$ cat config.mk
export PLATFORM = sky130hd
export DESIGN_NAME = shift_add_multiplier
export DESIGN_NICKNAME = d
export VERILOG_FILES = /design/src/rtl/shift_add_multiplier.sv
export SDC_FILE = /design/constraint.sdc
export NUM_CORES = 1
export LEC_CHECK = 0
export ABC_AREA = 1
export BUFFER_PORTS_ARGS = -buffer_cell sky130_fd_sc_hd__clkbuf_2
export CAP_MARGIN = 20
export CORE_ASPECT_RATIO = 0.75
export CORE_MARGIN = 2
export CORE_UTILIZATION = 45
export DETAILED_ROUTE_END_ITERATION = 10
export SETUP_SLACK_MARGIN = 0.05
export SLEW_MARGIN = 0
export SYNTH_ARGS = -nofsm -noshare
export SYNTH_HDL_FRONTEND = slang
export SYNTH_SLANG_ARGS = --single-unit
$ cat constraint.sdc
create_clock -name Clk -period 2 [get_ports Clk]
set_input_delay 0.2 -clock Clk [delete_from_list [all_inputs] [get_ports Clk]]
set_output_delay 0.2 -clock Clk [all_outputs]
set_load 0.01 [all_outputs]
$ cat src/rtl/shift_add_multiplier.sv
// Sequential shift-and-add multiplier: WIDTH add/shift pairs produce the
// 2*WIDTH-bit product in {A,B}, signed (final-iteration subtract) or unsigned.
module shift_add_multiplier #(
    parameter int unsigned WIDTH = 8
) (
    input  logic             Clk,
    input  logic             Reset,
    input  logic             Run,
    input  logic             ClearA_LoadB,
    input  logic             Signed_Mode,
    input  logic [WIDTH-1:0] S,
    output logic [WIDTH-1:0] Aval,
    output logic [WIDTH-1:0] Bval,
    output logic             X,
    output logic             Busy,
    output logic             Done
);

    localparam int unsigned CNT_W = (WIDTH > 1) ? $clog2(WIDTH) : 1;
    localparam int unsigned EXT_W = WIDTH + 1;
    localparam logic [CNT_W-1:0] LAST_ITER = CNT_W'(WIDTH - 1);

    typedef enum logic [1:0] {
        IDLE  = 2'd0,
        ADD   = 2'd1,
        SHIFT = 2'd2,
        HOLD  = 2'd3
    } state_t;

    state_t             state, state_next;
    logic [WIDTH-1:0]   m, m_next;
    logic [WIDTH-1:0]   a_next, b_next;
    logic               x_next;
    logic [CNT_W-1:0]   cnt, cnt_next;
    logic               mode, mode_next;
    logic [EXT_W-1:0]   ext_a, ext_m, sum, diff;
    logic               last_iter;

    // Operand extension: sign-extend in signed mode, zero-extend otherwise.
    assign ext_a     = mode ? {Aval[WIDTH-1], Aval} : {1'b0, Aval};
    assign ext_m     = mode ? {m[WIDTH-1], m} : {1'b0, m};
    assign sum       = ext_a + ext_m;
    assign diff      = ext_a - ext_m;
    assign last_iter = (cnt == LAST_ITER);

    // Next-state and datapath update.
    always_comb begin
        state_next = state;
        a_next     = Aval;
        b_next     = Bval;
        x_next     = X;
        m_next     = m;
        cnt_next   = cnt;
        mode_next  = mode;
        case (state)
            IDLE: begin
                if (ClearA_LoadB) begin
                    a_next = '0;
                    x_next = 1'b0;
                    b_next = S;
                end else if (Run) begin
                    a_next     = '0;
                    x_next     = 1'b0;
                    m_next     = S;
                    mode_next  = Signed_Mode;
                    cnt_next   = '0;
                    state_next = ADD;
                end
            end
            ADD: begin
                // The multiplier MSB carries negative weight in signed mode.
                if (Bval[0]) begin
                    if (last_iter && mode) begin
                        {x_next, a_next} = diff;
                    end else begin
                        {x_next, a_next} = sum;
                    end
                end
                state_next = SHIFT;
            end
            SHIFT: begin
                a_next = {X, Aval[WIDTH-1:1]};
                b_next = {Aval[0], Bval[WIDTH-1:1]};
                if (!mode) begin
                    x_next = 1'b0;
                end
                if (last_iter) begin
                    state_next = HOLD;
                end else begin
                    cnt_next   = CNT_W'(cnt + 1'b1);
                    state_next = ADD;
                end
            end
            HOLD: begin
                if (!Run) begin
                    state_next = IDLE;
                end
            end
            default: state_next = IDLE;
        endcase
    end

    // State, datapath and status registers; status flags follow the next state.
    always_ff @(posedge Clk) begin
        if (Reset) begin
            state <= IDLE;
            Aval  <= '0;
            Bval  <= '0;
            X     <= 1'b0;
            m     <= '0;
            cnt   <= '0;
            mode  <= 1'b0;
            Busy  <= 1'b0;
            Done  <= 1'b0;
        end else begin
            state <= state_next;
            Aval  <= a_next;
            Bval  <= b_next;
            X     <= x_next;
            m     <= m_next;
            cnt   <= cnt_next;
            mode  <= mode_next;
            Busy  <= (state_next == ADD) || (state_next == SHIFT);
            Done  <= (state_next == HOLD);
        end
    end

endmodule

Word level (Yosys, flattened, before mapping)
Cells that the tools add are included.

Output and inout bits: 19. Logic and storage cells: 61. Input port bits: 13. Register bits: 33.

Add/subtract/negate cells: 3. Reductions and logical operators: 10. Bitwise gates (word level): 1. Muxes and demuxes: 24. Equal/unequal tests: 14.

Operators with widths (number): 2-to-1 mux 8 bit (5); case mux 8 bit (3 select lines) (1); 2-to-1 mux 9 bit (2); case mux 8 bit (2 select lines) (1); inequality test 2 bit, second input constant (6); adder 9 bit (1); 2-to-1 mux 3 bit (3); subtractor 9 bit (1); equality test 2 bit, second input constant (4); 2-to-1 mux 2 bit (4); case mux 2 bit (4 select lines) (1); AND reduction 4 bit (2); case mux 3 bit (2 select lines) (1); AND reduction 3 bit (2); 2-to-1 mux 1 bit (5); equality test 2 x 1 -> 1 bit, second input constant (2); adder 3 x 1 -> 3 bit, second input constant (1); equality test 3 bit, second input constant (1); inequality test 3 bit, second input constant (1); case mux 1 bit (3 select lines) (1); nonzero test 3 bit (1); logical NOT 2 bit (1); AND reduction 2 bit (1); nonzero test 2 bit (1); 3 further kinds (3).

Logic depth before layout (Yosys ltp)
Gate-level depths: netlist of the first run.

Word-level depth: 5. Depth in mapped cells: 15. Depth with buffers taken out: 15.

Least setup slack after synthesis of the first run
No wires, ideal clock.

Kind: flip-flop to flip-flop. From: register Aval[0]. To: register Aval[4]. Buffers on the path: 0. Setup time: 138 ps. Clock period less this slack: 1814 ps. Data required time: 1862 ps. Data arrival time: 1675 ps. Path slack: 186 ps. Cell stages (with the launch flop): 12. Cells stage by stage: dfxtp_1 > inv_1 > ha_1 > fa_1 > o21ai_1 > nand2_1 > nand2_1 > nand2_1 > o21ai_1 > o21ai_1 > nand2_1 > a21oi_1.

Longest elaborated chain between the ends: 5. Elaborated cells on any way between the ends: 6. Those cells by class: 2 x add/sub; 4 x mux.

Ends and longest elaborated chain: start: declaration (RTL line 12) `output logic [WIDTH-1:0] Aval,`; start signal: assignment (RTL line 117) `Aval <= a_next;`; 2-to-1 mux 9 bit (*) (RTL line 40) `assign ext_a = mode ? {Aval[WIDTH-1], Aval} : {1'b0, Aval};`; adder 9 bit or subtractor 9 bit (tied branches) (RTL line 42, 43); 2-to-1 mux 8 bit (*) (RTL line 73) `if (last_iter && mode) begin`; 2-to-1 mux 8 bit (*) (RTL line 72) `if (Bval[0]) begin`; case mux 8 bit (3 select lines) (*) (RTL line 55) `case (state)`.

Every way passes the cells marked *; elsewhere a longest branch is shown, timed or not. The select of a mux whose other input is x is not followed. A chain may end at the register's enable or synchronous reset.

Worst setup path in the final report of the first run
Ends and elaborated chain as after synthesis.

==> results_dict.tcl, run 1 <==
set metrics [dict create \
    fin_crit_sh_pct 91.55 \
    grt_use_total_pct 21.77 \
    hp-class "input port to flop" \
    drive_above_1_share_pct 25.32 \
    initial_core_util_pct 45.83 \
    ys_ff_latch 33 \
    fin_crit_ns 1.831 \
    drc 0 \
    crit_arrival_ns 1.97 \
    setup_tns_ns 0 \
    maxCapViolations 0 \
    die_x_um 88.57 \
    finalSetupViolCount 0 \
    crit_top_cell "nand2_1" \
    dr.pass1.iters 4 \
    io_buffers 31 \
    cts_tree "done" \
    drtIter0Drc 117 \
    grt_max_degree 34 \
    grt_antenna_before_repair 0 \
    cp_num_buf_inv 1 \
    insertion_delay_ns 0.29 \
    numCtsBuffers 5 \
    rsz0062_at_grt "yes" \
    status "complete, no violations" \
    hold_viol_final 0 \
    fin_ws_ns 0.1689 \
    max_stage_delay_ns 0.37 \
    fmax_mhz 546.1 \
    cts-root-buf "clkbuf_8" \
    yosys_warnings 0 \
    synth-edff-count 0 \
    start_kind "flop" \
    syn-instance-count 351 \
    p_per_area_nw_per_um2 562.9 \
    leakage_nw 1.383 \
    critical_path_class "flop to flop" \
    required_ns 2.13 \
    cts_sinks 33 \
    crit_path_end_kind "flop" \
    async_flop_share_pct 0 \
    core_um2 5266 \
    grt.overflow.total 0 \
    synth_flop_cell "dfxtp_1" \
    crit_slowest_cell "dfxtp_2" \
    first_global_vias 2058 \
    nets 427 \
    critPathMaxFanout 5 \
    synth.avg_cell_area_um2 6.876 \
    crit_family "adder cells" \
    gp_congestion 0.9114 \
    cts.clk_slew.worst_paths_ns 0.07 \
    grt_pass1_wl_um 9908 \
    final_cell_mix "nand2_1, inv_1, nor2_1" \
    design.die.area_um2 5972 \
    htreeDepth 2 \
    ys_types 35 \
    power_mw 1.587 \
    rows 23 \
    io-pin-count 32 \
    dp_hpwl_um 4571 \
    path_cells "inv_1 -> ha_1 -> fa_2 -> o21ai_2 -> nand2_1 -> nand2_1 -> nand2_1 -> o21ai_1 -> o21ai_1 -> nand2_1 -> a21oi_2" \
    hold_ws_ns 0.1727 \
    clockBufferDepth 2 \
    synthesis.area_um2 2414 \
    tightest_slew_ns 0.8732 \
    diodes 0 \
    via_per_inst 4.933 \
    peakVddDrop_mv 0.2860 \
    final_common_cell "nand2_1" \
    postLayoutCoreUtil_pct 53.53 \
    drt-total-wl_um 6251 \
    relSlewSlack_pct 41.79 \
    dieHeight_um 67.43 \
    routedWlPerCell_um 13.53 \
    drtAntennaViolNets 0 \
    via_count 2279 \
    synthesis.nets 391 \
    pre_cts_slack_ns 0.05497 \
    syn_to_final_growth_pct 16.80 \
    drv_slew 0 \
    final.setup_skew_ns 0.006239 \
    synth_seq_area_share_pct 27.37 \
]
Yosys cell counts (2+ instances only):
cell	number	share of area (%)
dfxtp_1	33	27
nand3_1	14	2.9
buf_2	5	1.0
a311oi_1	8	2.9
fa_1	2	1.7
clkbuf_1	6	0.93
ha_1	25	13
buf_4	2	0.62
nor3_1	3	0.62
nand2_1	106	16
o21ai_1	8	1.7
inv_1	36	5.6
nor2_2	2	0.52
nor2_1	36	5.6
o21ai_0	4	0.83
a21oi_1	21	4.4
a21oi_2	2	0.73
inv_2	10	1.6
a211oi_2	8	4.1
nand3_2	5	2.1
repair_timing:
action,4_1_cts,5_1_grt
setup endpoints to repair,0,6
resized for setup,0,16
hold buffers,0,0
buffers inserted,0,2
path summary, 6_finish.rpt:
kind | from | slack, ns | depth (start not counted) | to
worst min-delay path | S[0] | 0.17 | 3 | m[0]$_SDFFE_PP0P_
worst max-delay path | Aval[0]$_SDFFE_PP0P_ | 0.17 | 11 | Aval[4]$_SDFFE_PP0P_
worst min register to register | cnt[1]$_SDFFE_PP0P_ | 0.48 | 2 | cnt[1]$_SDFFE_PP0P_
worst max register to register | Aval[0]$_SDFFE_PP0P_ | 0.17 | 11 | Aval[4]$_SDFFE_PP0P_
sequential cells by signal, summed over array words and instances, names as in the netlist:
name and cells:
Aval 8, Busy 1, Bval 8, Done 1, X 1, cnt 3, m 8, mode 1
state 2
metal layers:
layer  wire length, um  vias to the layer above  track usage, %
li1                  -                     1190               -
met1              3189                     1039           32.45
met2              2688                       45           32.42
met3               337                        5           4.279
met4                36                        0           4.545
met5                 0                        -               0
stage by stage:
step                      cell area (um2)  instances
after detailed placement             2664        453
after floorplan                      2414        351
after global placement               2664        453
final                                2819        462
after CTS                            2750        460
after global routing                 2819        462
report_power, final:
part	switching [mW]	total [mW]	internal [mW]
logic	0.219	0.352	0.133
clock network	0.242	0.515	0.273
registers	0.0266	0.720	0.693
worst reg2reg max path: stages, from the launching register on:
cell     delay (ns)
dfxtp_2        0.37
inv_1          0.07
ha_1           0.21
fa_2           0.37
o21ai_2        0.16
nand2_1        0.07
nand2_1        0.07
nand2_1        0.05
o21ai_1        0.11
o21ai_1        0.08
nand2_1        0.08
a21oi_2        0.05
cell families (layout without fill, tap and decap cells):
logic type / count (synthesis) / in the layout / share of synthesized area, %
simple gates: 173 / 173 / 30.74
fa+ha+maj: 27 / 27 / 14.62
compound gates: 57 / 57 / 16.90
flops: 33 / 33 / 27.37
buf+inv: 61 / 97 / 10.37
area by class of cell:
cell class | instances | area [um2]
repair buffers | 43 | 245.2
clock buffers | 7 | 86.33
multi-input cells | 257 | 1551
inverters | 47 | 176.4
well taps | 75 | 93.84
fillers | 552 | 2447
flip-flops and latches | 33 | 665.6
No activity file was read; power rests on OpenSTA's default activity.
==> run 2: changes to the inputs <==
--- a/config.mk
+++ b/config.mk
@@ -5,13 +5,13 @@
 export SDC_FILE = /design/constraint.sdc
 export NUM_CORES = 1
 export LEC_CHECK = 0
-export ABC_AREA = 1
 export BUFFER_PORTS_ARGS = -buffer_cell sky130_fd_sc_hd__clkbuf_2
 export CAP_MARGIN = 20
 export CORE_ASPECT_RATIO = 0.75
 export CORE_MARGIN = 2
 export CORE_UTILIZATION = 45
 export DETAILED_ROUTE_END_ITERATION = 10
+export PLACE_DENSITY = 0.65
 export SETUP_SLACK_MARGIN = 0.05
 export SLEW_MARGIN = 0
 export SYNTH_ARGS = -nofsm -noshare
==> run 2 against run 1 <==
Effect of this change: the flow now finishes with violations (setup timing); total power grew 16%; die area shrank 6.2%; clock-buffer cell count shrank 1; via count shrank 4.6%; global-route usage grew 3.1 points; final cell count shrank 12%; non-clock buffer count grew 34; combinational power grew 37%; final area grew 9.3%; area after synthesis shrank 6.5%; critical path type unchanged; largest power group unchanged.
==> results_dict.tcl, run 2 <==
set metrics [dict create \
    hold_ws_ns 0.1650 \
    final.setup_skew_ns 0.007009 \
    ys_top_cells_by_area "dfxtp_1, ha_1, mux2i_1" \
    cts_tree "done" \
    cts_hold_buf 0 \
    nFillCells 417 \
    drtIter0Drc 182 \
    htreeDepth 2 \
    grt_pass1_wl_um 10790 \
    finalSetupViolCount 3 \
    drc 0 \
    dp_hpwl_um 4707 \
    yosysTopAreaCell "dfxtp_1" \
    fmax_mhz 447.6 \
    peakVddDrop_mv 0.4251 \
    violations "setup timing" \
    final_cell_mix "buf_4, clkbuf_2, nor2_1" \
    cts-root-buf "clkbuf_8" \
    initial_core_util_pct 46.30 \
    p_sw_share_pct 30.33 \
    power_mw 1.847 \
    drv_slew 0 \
    gp_congestion 0.9135 \
    rsz0062_at_grt "yes" \
    via_per_inst 5.357 \
    setup_tns_ns -0.5398 \
    layout.cells.non_filler 406 \
    core_um2 4872 \
    via_count 2175 \
    synthesis.nets 312 \
    maxCapViolations 0 \
    hp-class "input port to flop" \
    clkPwrFrac_pct 34.7 \
    min_to "mode$_SDFFE_PP0P_" \
    ys_types 48 \
    grt_max_degree 24 \
    drive_above_1_share_pct 36.13 \
    clockBufferDepth 2 \
    io_buffers 31 \
    start_kind "flop" \
    relSlewSlack_pct 66.08 \
    critPathMaxFanout 2 \
    drt-total-wl_um 6363 \
    dieHeight_um 65.32 \
    yosys_warnings 0 \
    final_cell_area_um2 3082 \
    power.internal_mw 1.287 \
    tightest_slew_ns 0.5049 \
    async_flop_share_pct 0 \
    ys_ff_latch 33 \
    place_area_um2 2808 \
    cts_sinks 33 \
    io-pin-count 32 \
    seqPwrFrac_pct 39.2 \
    numCtsBuffers 5 \
    synthTopCellsByCount "dfxtp_1, nor2_1, ha_1" \
    hold_depth 3 \
    synth.avg_cell_area_um2 8.294 \
    synth_flop_cell "dfxtp_1" \
    synthesis.area_um2 2256 \
    dp_cells 396 \
    comb_power_share_pct 26.1 \
    synth_most_common_cell "dfxtp_1" \
    diodes 0 \
    die_x_um 85.76 \
    reg2reg_depth 9 \
    r2r_end "X$_SDFFE_PP0P_" \
    grt_use_total_pct 24.89 \
    postLayoutCoreUtil_pct 63.25 \
    grt.overflow.total 0 \
    synth_seq_area_share_pct 29.28 \
    leakage_nw 1.414 \
    fin_crit_sh_pct 111.7 \
    required_ns 2.21 \
    pre_cts_slack_ns -0.2899 \
    routedWlPerCell_um 15.67 \
    syn-instance-count 272 \
    crit_arrival_ns 2.44 \
    hold_viol_final 0 \
    hold_start "Signed_Mode" \
    critical_path_class "flop to flop" \
    rows 22 \
    grt_antenna_before_repair 0 \
    p_per_area_nw_per_um2 599.2 \
    rrSetupSlack_ns -0.23 \
    fin_ws_ns -0.2341 \
    cts.clk_slew.worst_paths_ns 0.08 \
    p_sw_mw 0.5601 \
    fin_crit_ns 2.234 \
    synth_top_area_share_pct 29.28 \
    syn_to_final_growth_pct 36.61 \
    drtAntennaViolNets 0 \
    rr_startpoint "Aval[0]$_SDFFE_PP0P_" \
    nets 385 \
    first_global_vias 2170 \
    design.die.area_um2 5601 \
    dr.pass1.iters 6 \
    insertion_delay_ns 0.29 \
    top_regs "Aval x8, Bval x8, m x8" \
    synth-edff-count 0 \
    final_common_cell "buf_4" \
    status "finished, violations left" \
    crit_path_end_kind "flop" \
]
## run 2: critical path, stage by stage, from the launching register on
cell      delay (ns)
dfxtp_4         0.36
ha_4            0.14
inv_2           0.04
fa_2            0.36
or2_4           0.25
a211oi_2        0.25
nor3_2          0.07
o41ai_2         0.23
mux2_2          0.38
o32ai_2         0.08
## run 2: logic make-up after synthesis
kind of cell | Yosys count | synth area share, %
AO/OA/AOI/OAI | 68 | 19.86
XOR/XNOR | 4 | 1.553
adder cells (fa/ha/maj) | 27 | 15.64
buffers and inverters | 33 | 5.713
flip-flops | 33 | 29.28
multiplexers | 19 | 8.486
AND/OR/NAND/NOR | 88 | 19.47
## run 2: how the worst max path moves through the flow
stage                                    start              to  slack, ns  cells past startpoint
after floorplan           Aval[0]$_SDFFE_PP0P_  X$_SDFFE_PP0P_      -0.16                      9
after global placement    Aval[0]$_SDFFE_PP0P_  X$_SDFFE_PP0P_      -0.22                      9
after detailed placement  Aval[0]$_SDFFE_PP0P_  X$_SDFFE_PP0P_      -0.29                      9
after CTS                 Aval[0]$_SDFFE_PP0P_  X$_SDFFE_PP0P_      -0.22                      9
after global routing      Aval[0]$_SDFFE_PP0P_  X$_SDFFE_PP0P_      -0.30                      9
final                     Aval[0]$_SDFFE_PP0P_  X$_SDFFE_PP0P_      -0.23                      9
## run 2: cell type report
class	instances	area, um2	area share [%]
clock buffers	6	72.57	2.355
clock inverters	2	35.03	1.137
inverters	22	85.08	2.761
multi-input cells	206	1633	52.98
flip-flops and latches	33	673.1	21.84
well taps	60	75.07	2.436
repair buffers	77	508.0	16.48
## run 2: repair_timing
action / CTS / global route
resized for setup: 13 / 24
setup buffers: 1 / 1
endpoints found under the setup margin: 6 / 8
pin swaps: 5 / 9
## run 2: power by group through the flow
stage	Clock, mW	Combinational (mW)	Sequential [mW]
after floorplan	0	0.241	0.749
after global placement	0	0.432	0.738
after detailed placement	0	0.437	0.739
after CTS	0.644	0.452	0.724
after global routing	0.674	0.534	0.729
final	0.641	0.481	0.724
## run 2: metal layers
| layer | up-vias | GRT usage (%) | wire length [um] |
|---|---|---|---|
| met3 | 12 | 4.774 | 457 |
| met4 | 0 | 7.341 | 115 |
| met1 | 982 | 35.78 | 3128 |
| met2 | 75 | 37.79 | 2661 |
| met5 | - | 0 | 0 |
| li1 | 1106 | - | - |
